### src/rtl/img_pkg.sv
// Shared framing definitions for the memory-image transmitter and receiver.
// Both ends import this so header bytes and per-word byte counts stay identical.
`ifndef ADDR_WIDTH
`define ADDR_WIDTH 10
`endif

package img_pkg;

    localparam int IMG_ADDR_W = `ADDR_WIDTH;

    localparam logic [7:0] IMG_HDR0 = 8'h55;
    localparam logic [7:0] IMG_HDR1 = 8'hAA;

    localparam logic [1:0] IMG_META_BYTES = 2'd2;
    localparam logic [1:0] IMG_PMEM_BYTES = 2'd3;
    localparam logic [1:0] IMG_DMEM_BYTES = 2'd2;

    typedef enum logic [3:0] {
        IDLE,
        HDR,
        META,
        P_ADDR,
        P_DATA,
        P_SEND,
        D_ADDR,
        D_DATA,
        D_SEND,
        FIN
    } img_send_state_t;

    // Metadata sizes travel as zero-extended 16-bit values.
    function automatic logic [17:0] imgSizeWord(input logic [IMG_ADDR_W-1:0] size);
        logic [17:0] w;
        w = '0;
        w[IMG_ADDR_W-1:0] = size;
        return w;
    endfunction

endpackage

### src/rtl/img_send_word_ser.sv
// Word-to-byte serializer: emits 2 or 3 MSB-first bytes of a loaded word,
// never on back-to-back cycles so the UART's one-cycle ready dip is covered.
module img_word_ser
    import img_pkg::*;
(
    input  logic        clk,
    input  logic        rst,
    input  logic        i_load,
    input  logic [17:0] i_word,
    input  logic [1:0]  i_nBytes,
    input  logic        i_txReady,
    output logic [7:0]  o_byte,
    output logic        o_wr,
    output logic        o_last
);

    logic [23:0] r_shift;
    logic [1:0]  r_cnt;
    logic        r_wrPrev;
    logic        w_issue;

    // The strobe must follow tx_ready in the same cycle, so it is decoded from state
    assign w_issue = (r_cnt != 2'd0) && i_txReady && !r_wrPrev;
    assign o_wr    = w_issue;
    assign o_last  = w_issue && (r_cnt == 2'd1);
    assign o_byte  = r_shift[23:16];

    always_ff @(posedge clk or posedge rst) begin
        if (rst) begin
            r_shift  <= '0;
            r_cnt    <= 2'd0;
            r_wrPrev <= 1'b0;
        end else begin
            r_wrPrev <= w_issue;
            if (i_load) begin
                r_cnt   <= i_nBytes;
                r_shift <= (i_nBytes == IMG_PMEM_BYTES) ? {6'd0, i_word}
                                                        : {i_word[15:0], 8'd0};
            end else if (w_issue) begin
                r_cnt   <= r_cnt - 2'd1;
                r_shift <= {r_shift[15:0], 8'd0};
            end
        end
    end

endmodule

### src/rtl/img_send.sv
// Streams header, size metadata, program memory and data memory as a byte
// image to the UART transmitter in the format the MCU image receiver expects.
module img_send
    import img_pkg::*;
#(
    parameter logic [7:0] HDR0 = IMG_HDR0,
    parameter logic [7:0] HDR1 = IMG_HDR1
)(
    input  logic                  clk,
    input  logic                  rst,
    input  logic                  i_start,
    input  logic [IMG_ADDR_W-1:0] i_pmemSize,
    input  logic [IMG_ADDR_W-1:0] i_dmemSize,
    output logic [IMG_ADDR_W-1:0] o_pmemAddr,
    input  logic [17:0]           i_pmemRdData,
    output logic [IMG_ADDR_W-1:0] o_dmemAddr,
    output logic                  o_dmemRd,
    input  logic [15:0]           i_dmemRdData,
    output logic [7:0]            o_txData,
    output logic                  o_txWr,
    input  logic                  i_txReady,
    output logic                  o_busy,
    output logic                  o_done
);

    img_send_state_t       r_state;
    logic [IMG_ADDR_W-1:0] r_pmemSize;
    logic [IMG_ADDR_W-1:0] r_dmemSize;
    logic [IMG_ADDR_W-1:0] r_widx;
    logic [1:0]            r_bidx;
    logic [IMG_ADDR_W-1:0] r_pmemAddr;
    logic [IMG_ADDR_W-1:0] r_dmemAddr;
    logic                  r_dmemRd;
    logic                  r_busy;
    logic                  r_done;

    logic                  w_load;
    logic [17:0]           w_word;
    logic [1:0]            w_nBytes;
    logic                  w_last;
    logic [IMG_ADDR_W-1:0] w_widxNext;

    assign w_widxNext = r_widx + IMG_ADDR_W'(1);

    // The next word is handed over on the same edge the previous one finishes
    always_comb begin
        w_load   = 1'b0;
        w_word   = '0;
        w_nBytes = IMG_META_BYTES;
        case (r_state)
            IDLE: begin
                if (i_start) begin
                    w_load = 1'b1;
                    w_word = {2'b00, HDR0, HDR1};
                end
            end
            HDR: begin
                if (w_last) begin
                    w_load = 1'b1;
                    w_word = imgSizeWord(r_pmemSize);
                end
            end
            META: begin
                if (w_last && (r_bidx == 2'd0)) begin
                    w_load = 1'b1;
                    w_word = imgSizeWord(r_dmemSize);
                end
            end
            P_DATA: begin
                w_load   = 1'b1;
                w_word   = i_pmemRdData;
                w_nBytes = IMG_PMEM_BYTES;
            end
            D_DATA: begin
                w_load   = 1'b1;
                w_word   = {2'b00, i_dmemRdData};
                w_nBytes = IMG_DMEM_BYTES;
            end
            default: ;
        endcase
    end

    img_word_ser u_ser (
        .clk      (clk),
        .rst      (rst),
        .i_load   (w_load),
        .i_word   (w_word),
        .i_nBytes (w_nBytes),
        .i_txReady(i_txReady),
        .o_byte   (o_txData),
        .o_wr     (o_txWr),
        .o_last   (w_last)
    );

    // Terminal tests run before widx increments, so a maximum size never wraps it
    always_ff @(posedge clk or posedge rst) begin
        if (rst) begin
            r_state    <= IDLE;
            r_pmemSize <= '0;
            r_dmemSize <= '0;
            r_widx     <= '0;
            r_bidx     <= 2'd0;
            r_pmemAddr <= '0;
            r_dmemAddr <= '0;
            r_dmemRd   <= 1'b0;
            r_busy     <= 1'b0;
            r_done     <= 1'b0;
        end else begin
            r_done   <= 1'b0;
            r_dmemRd <= 1'b0;
            case (r_state)
                IDLE: begin
                    if (i_start) begin
                        r_pmemSize <= i_pmemSize;
                        r_dmemSize <= i_dmemSize;
                        r_widx     <= '0;
                        r_bidx     <= 2'd0;
                        r_busy     <= 1'b1;
                        r_state    <= HDR;
                    end
                end
                HDR: begin
                    if (w_last) r_state <= META;
                end
                META: begin
                    if (w_last) begin
                        if (r_bidx == 2'd0) begin
                            r_bidx <= 2'd1;
                        end else if (r_pmemSize != '0) begin
                            r_pmemAddr <= r_widx;
                            r_state    <= P_ADDR;
                        end else if (r_dmemSize != '0) begin
                            r_dmemAddr <= r_widx;
                            r_dmemRd   <= 1'b1;
                            r_state    <= D_ADDR;
                        end else begin
                            r_busy  <= 1'b0;
                            r_done  <= 1'b1;
                            r_state <= FIN;
                        end
                    end
                end
                P_ADDR: r_state <= P_DATA;
                P_DATA: r_state <= P_SEND;
                P_SEND: begin
                    if (w_last) begin
                        if (w_widxNext < r_pmemSize) begin
                            r_widx     <= w_widxNext;
                            r_pmemAddr <= w_widxNext;
                            r_state    <= P_ADDR;
                        end else begin
                            r_widx <= '0;
                            if (r_dmemSize != '0) begin
                                r_dmemAddr <= '0;
                                r_dmemRd   <= 1'b1;
                                r_state    <= D_ADDR;
                            end else begin
                                r_busy  <= 1'b0;
                                r_done  <= 1'b1;
                                r_state <= FIN;
                            end
                        end
                    end
                end
                D_ADDR: r_state <= D_DATA;
                D_DATA: r_state <= D_SEND;
                D_SEND: begin
                    if (w_last) begin
                        if (w_widxNext < r_dmemSize) begin
                            r_widx     <= w_widxNext;
                            r_dmemAddr <= w_widxNext;
                            r_dmemRd   <= 1'b1;
                            r_state    <= D_ADDR;
                        end else begin
                            r_busy  <= 1'b0;
                            r_done  <= 1'b1;
                            r_state <= FIN;
                        end
                    end
                end
                FIN:     r_state <= IDLE;
                default: r_state <= IDLE;
            endcase
        end
    end

    assign o_pmemAddr = r_pmemAddr;
    assign o_dmemAddr = r_dmemAddr;
    assign o_dmemRd   = r_dmemRd;
    assign o_busy     = r_busy;
    assign o_done     = r_done;

endmodule

### config.mk
export PLATFORM = sky130hd
export DESIGN_NAME = img_send
export DESIGN_NICKNAME = d
export VERILOG_FILES = /design/src/rtl/img_pkg.sv /design/src/rtl/img_send_word_ser.sv /design/src/rtl/img_send.sv
export SDC_FILE = /design/constraint.sdc
export NUM_CORES = 1
export LEC_CHECK = 0
export ABC_AREA = 1
export CAP_MARGIN = 10
export CORE_MARGIN = 2
export CORE_UTILIZATION = 54
export DETAILED_ROUTE_END_ITERATION = 6
export GPL_TIMING_DRIVEN = 1
export PLACE_DENSITY_LB_ADDON = 0.05
export SETUP_SLACK_MARGIN = 0.1
export SYNTH_ARGS = -nofsm -noshare
export SYNTH_HDL_FRONTEND = slang
export SYNTH_SLANG_ARGS = --single-unit
### constraint.sdc
create_clock -name clk -period 4.06 [get_ports clk]
set_clock_uncertainty 0.1 [all_clocks]
set_input_delay 0.812 -clock clk [delete_from_list [all_inputs] [get_ports clk]]
set_output_delay 0.812 -clock clk [all_outputs]
set_load 0.02 [all_outputs]
==> out/metrics.yaml <==
root_buffer: "clkbuf_8"
p_int_mw: 2.11
end_kind: "output pin"
post-route-drc-count: 0
htree_levels: 3
hold_depth: 2
synth_area_per_cell_um2: 7.18
io_pins: 90
multi_input_area_mm2: 0.00265
synthCells: 741
clock_power_share_pct: 14.5
cts_tree: "done"
yosysTopAreaCell: "dfrtp_1"
viasPerCell: 5.20
r2r-start: "r_widx[0]"
antenna_left: 0
layout_setup_ws_ns: 0.913
grt_pass1_vias: 4954
fillers: 876
ys_seq_elements: 85
yosysMostFrequentCell: "nand2_1"
postCtsHoldBufs: 0
synth_top_area_share_pct: 40.0
rsz0062_at_grt: "false"
synth_edf_count: 0
use_met1_pct: 36.9
antenna_cells: 0
critPathTopFamily: "buffers and inverters"
gr-usage-met2_pct: 49.5
hold_class: "reg -> reg"
first_iter_violations: 335
vdd_drop_max_mv: 0.340
regArea_mm2: 0.00213
crit_cells: 4
fin_crit_sh_pct: 77.5
tns_ns: 0
worstPathCellList: "clkdlybuf4s50_1 > nand2_1 > nor2_4 > clkdlybuf4s50_1"
synth_area_leaders: "dfrtp_1, nand2_1, inv_1"
ys_top_cells_by_count: "nand2_1, dfrtp_1, inv_1"
hold_start: "u_ser.r_shift[10]"
area_growth_pct: 20.7
synth_cell_types: 34
vias: 4967
clk_pin_slew_worst_paths_ns: 0.08
period_needed_ns: 3.15
power_frac_comb_pct: 51.4
final_max_slew_viol_count: 0
path_max_fanout: 6
slew_headroom_pct: 29.4
finalWirelength_um: 14300
critical_path_buf_inv_count: 2
cpMaxStageDelayCell: "clkdlybuf4s50_1"
synthesis.nets: 820
port_buffers: 89
crit_start: "i_txReady"
powerDensity_mw_per_mm2: 616
cts-resized-gates: 0
grt_max_degree: 59
syn_area_mm2: 0.00532
tightest_slew_ns: 1.06
grt_use_total_pct: 28.9
power_switching_share_pct: 46.8
drv_cap: 0
rr_worst_depth: 14
first_pass_iters: 6
yosysSeqAreaShare_pct: 40.0
switching_power_mw: 1.85
worst_path_largest_cell_delay_ns: 0.65
synthFlopType: "dfrtp_1"
cts_max_path_buffers: 2
die_y_um: 103
nets: 897
grtUsageMet3_pct: 4.37
routabilityCongestion: 0.963
wl_per_cell_um: 15.0
cp_common_cell: "clkdlybuf4s50_1"
rows: 36
seqPwrFrac_pct: 34.1
p_leak_nw: 3.23
dieArea_mm2: 0.0107
finalPower_mw: 3.96
antenna_found_initial: 0
status: "complete, no violations"
cp-start-kind: "input port"
die_w_um: 103
start_util_pct: 54.9
coreArea_mm2: 0.00968
ys_warn_count: 0
layout-drive-gt1-share_pct: 8.38
cp.arrival_ns: 2.24
clock_latency_ns: 0.37
hpwl_um: 11000
gr-max-usage-layer: "met2"
synthArstFlopShare_pct: 100
cts_buffers: 9
final-setup-viol-count: 0
cts.sinks: 85
max_freq_ghz: 0.318
globalRouteOverflowTotal: 0
critPathKind: "in -> out"
grt_first_pass_wirelength_um: 23600
cts_setup_buffers: 0
crit_required_ns: 3.15
pre_cts_slack_ns: 0.788
hold_viol_final: 0
==> tightest hold or removal path: stages (launching register included) <==
cell and delay [ns]:
dfrtp_1 0.35, nand2_1 0.05, nand2_1 0.05
==> cell type report <==
type | count | area share [%]
Clock buffer | 12 | 2.42
Clock inverter | 4 | 0.351
Inverter | 93 | 5.46
Multi-Input combinational cell | 532 | 41.2
Sequential cell | 85 | 33.1
Tap cell | 133 | 2.59
Timing Repair Buffer | 97 | 14.8
==> state kept, by name (all words and copies together) (netlist names) <==
register and cells:
o_busy 1, o_dmemAddr 10, o_dmemRd 1, o_done 1, o_pmemAddr 10, r_bidx 1
r_dmemSize 10, r_pmemSize 10, r_state 4, r_widx 10, u_ser.r_cnt 2, u_ser.r_shift 24
u_ser.r_wrPrev 1
==> power by group through the flow <==
stage / Combinational, mW / Sequential, mW / Clock (mW)
after CTS: 2.05 / 1.34 / 0.579
after floorplan: 1.57 / 1.29 / 0
after global routing: 2.33 / 1.38 / 0.609
after detailed placement: 2.03 / 1.36 / 0
after global placement: 1.98 / 1.36 / 0
final: 2.03 / 1.35 / 0.573
==> worst paths after layout <==
kind | to | slack, ns
worst max-delay path | o_txWr | 0.91
worst min-delay path | u_ser.r_shift[10] | 0.38
worst max register to register | r_widx[4] | 0.95
worst min register to register | u_ser.r_shift[10] | 0.38
max in group asynchronous | r_pmemSize[9] | 2.17
min in group asynchronous | o_dmemRd | 0.88
==> kinds of logic (layout without fill, tap and decap cells) <==
logic type,Yosys count,in the layout,synth area share (%)
and+or+nand+nor,400,400,32.5
buffers and inverters,124,206,10.2
adders and majority gates,21,21,4.94
AOI/OAI and AO/OA,109,109,12.0
DFF,85,85,40.0
xor gates and xnor gates,2,2,0.329
==> routing by layer <==
| metal | up-vias | part of all wire, % |
|---|---|---|
| li1 | 2491 | - |
| met1 | 2341 | 44 |
| met2 | 114 | 49 |
| met3 | 21 | 4.3 |
| met4 | 0 | 1.9 |
| met5 | - | 0 |
==> cells in the final DEF, fill, tap and decap left out, types with 3 or more instances in the layout <==
master / n
a22oi_1: 7
ha_1: 21
nand2_1: 275
nand3_2: 3
nor2_4: 3
o211ai_1: 6
inv_2: 9
nand4_1: 7
nand2_2: 3
clkbuf_8: 11
nand3b_1: 4
clkinv_2: 4
a21oi_1: 15
o21ai_2: 11
dfrtp_1: 85
nand3_1: 48
nor2_1: 39
inv_1: 82
buf_4: 8
o21ai_0: 61
nor2_2: 9
clkdlybuf4s50_1: 89
nor3_1: 4
==> metrics by stage <==
stage               area (µm²)  std cells  hold WS, ns  util (%)
finish                    6420        956        0.384      66.3
floorplan                 5320        741        0.342         -
global placement          6240        940        0.360      64.4
global route              6420        956        0.408      66.3
detailed placement        6240        940        0.361      64.4
CTS                       6420        956        0.382      66.3
Power figures use the tool's default switching activity.
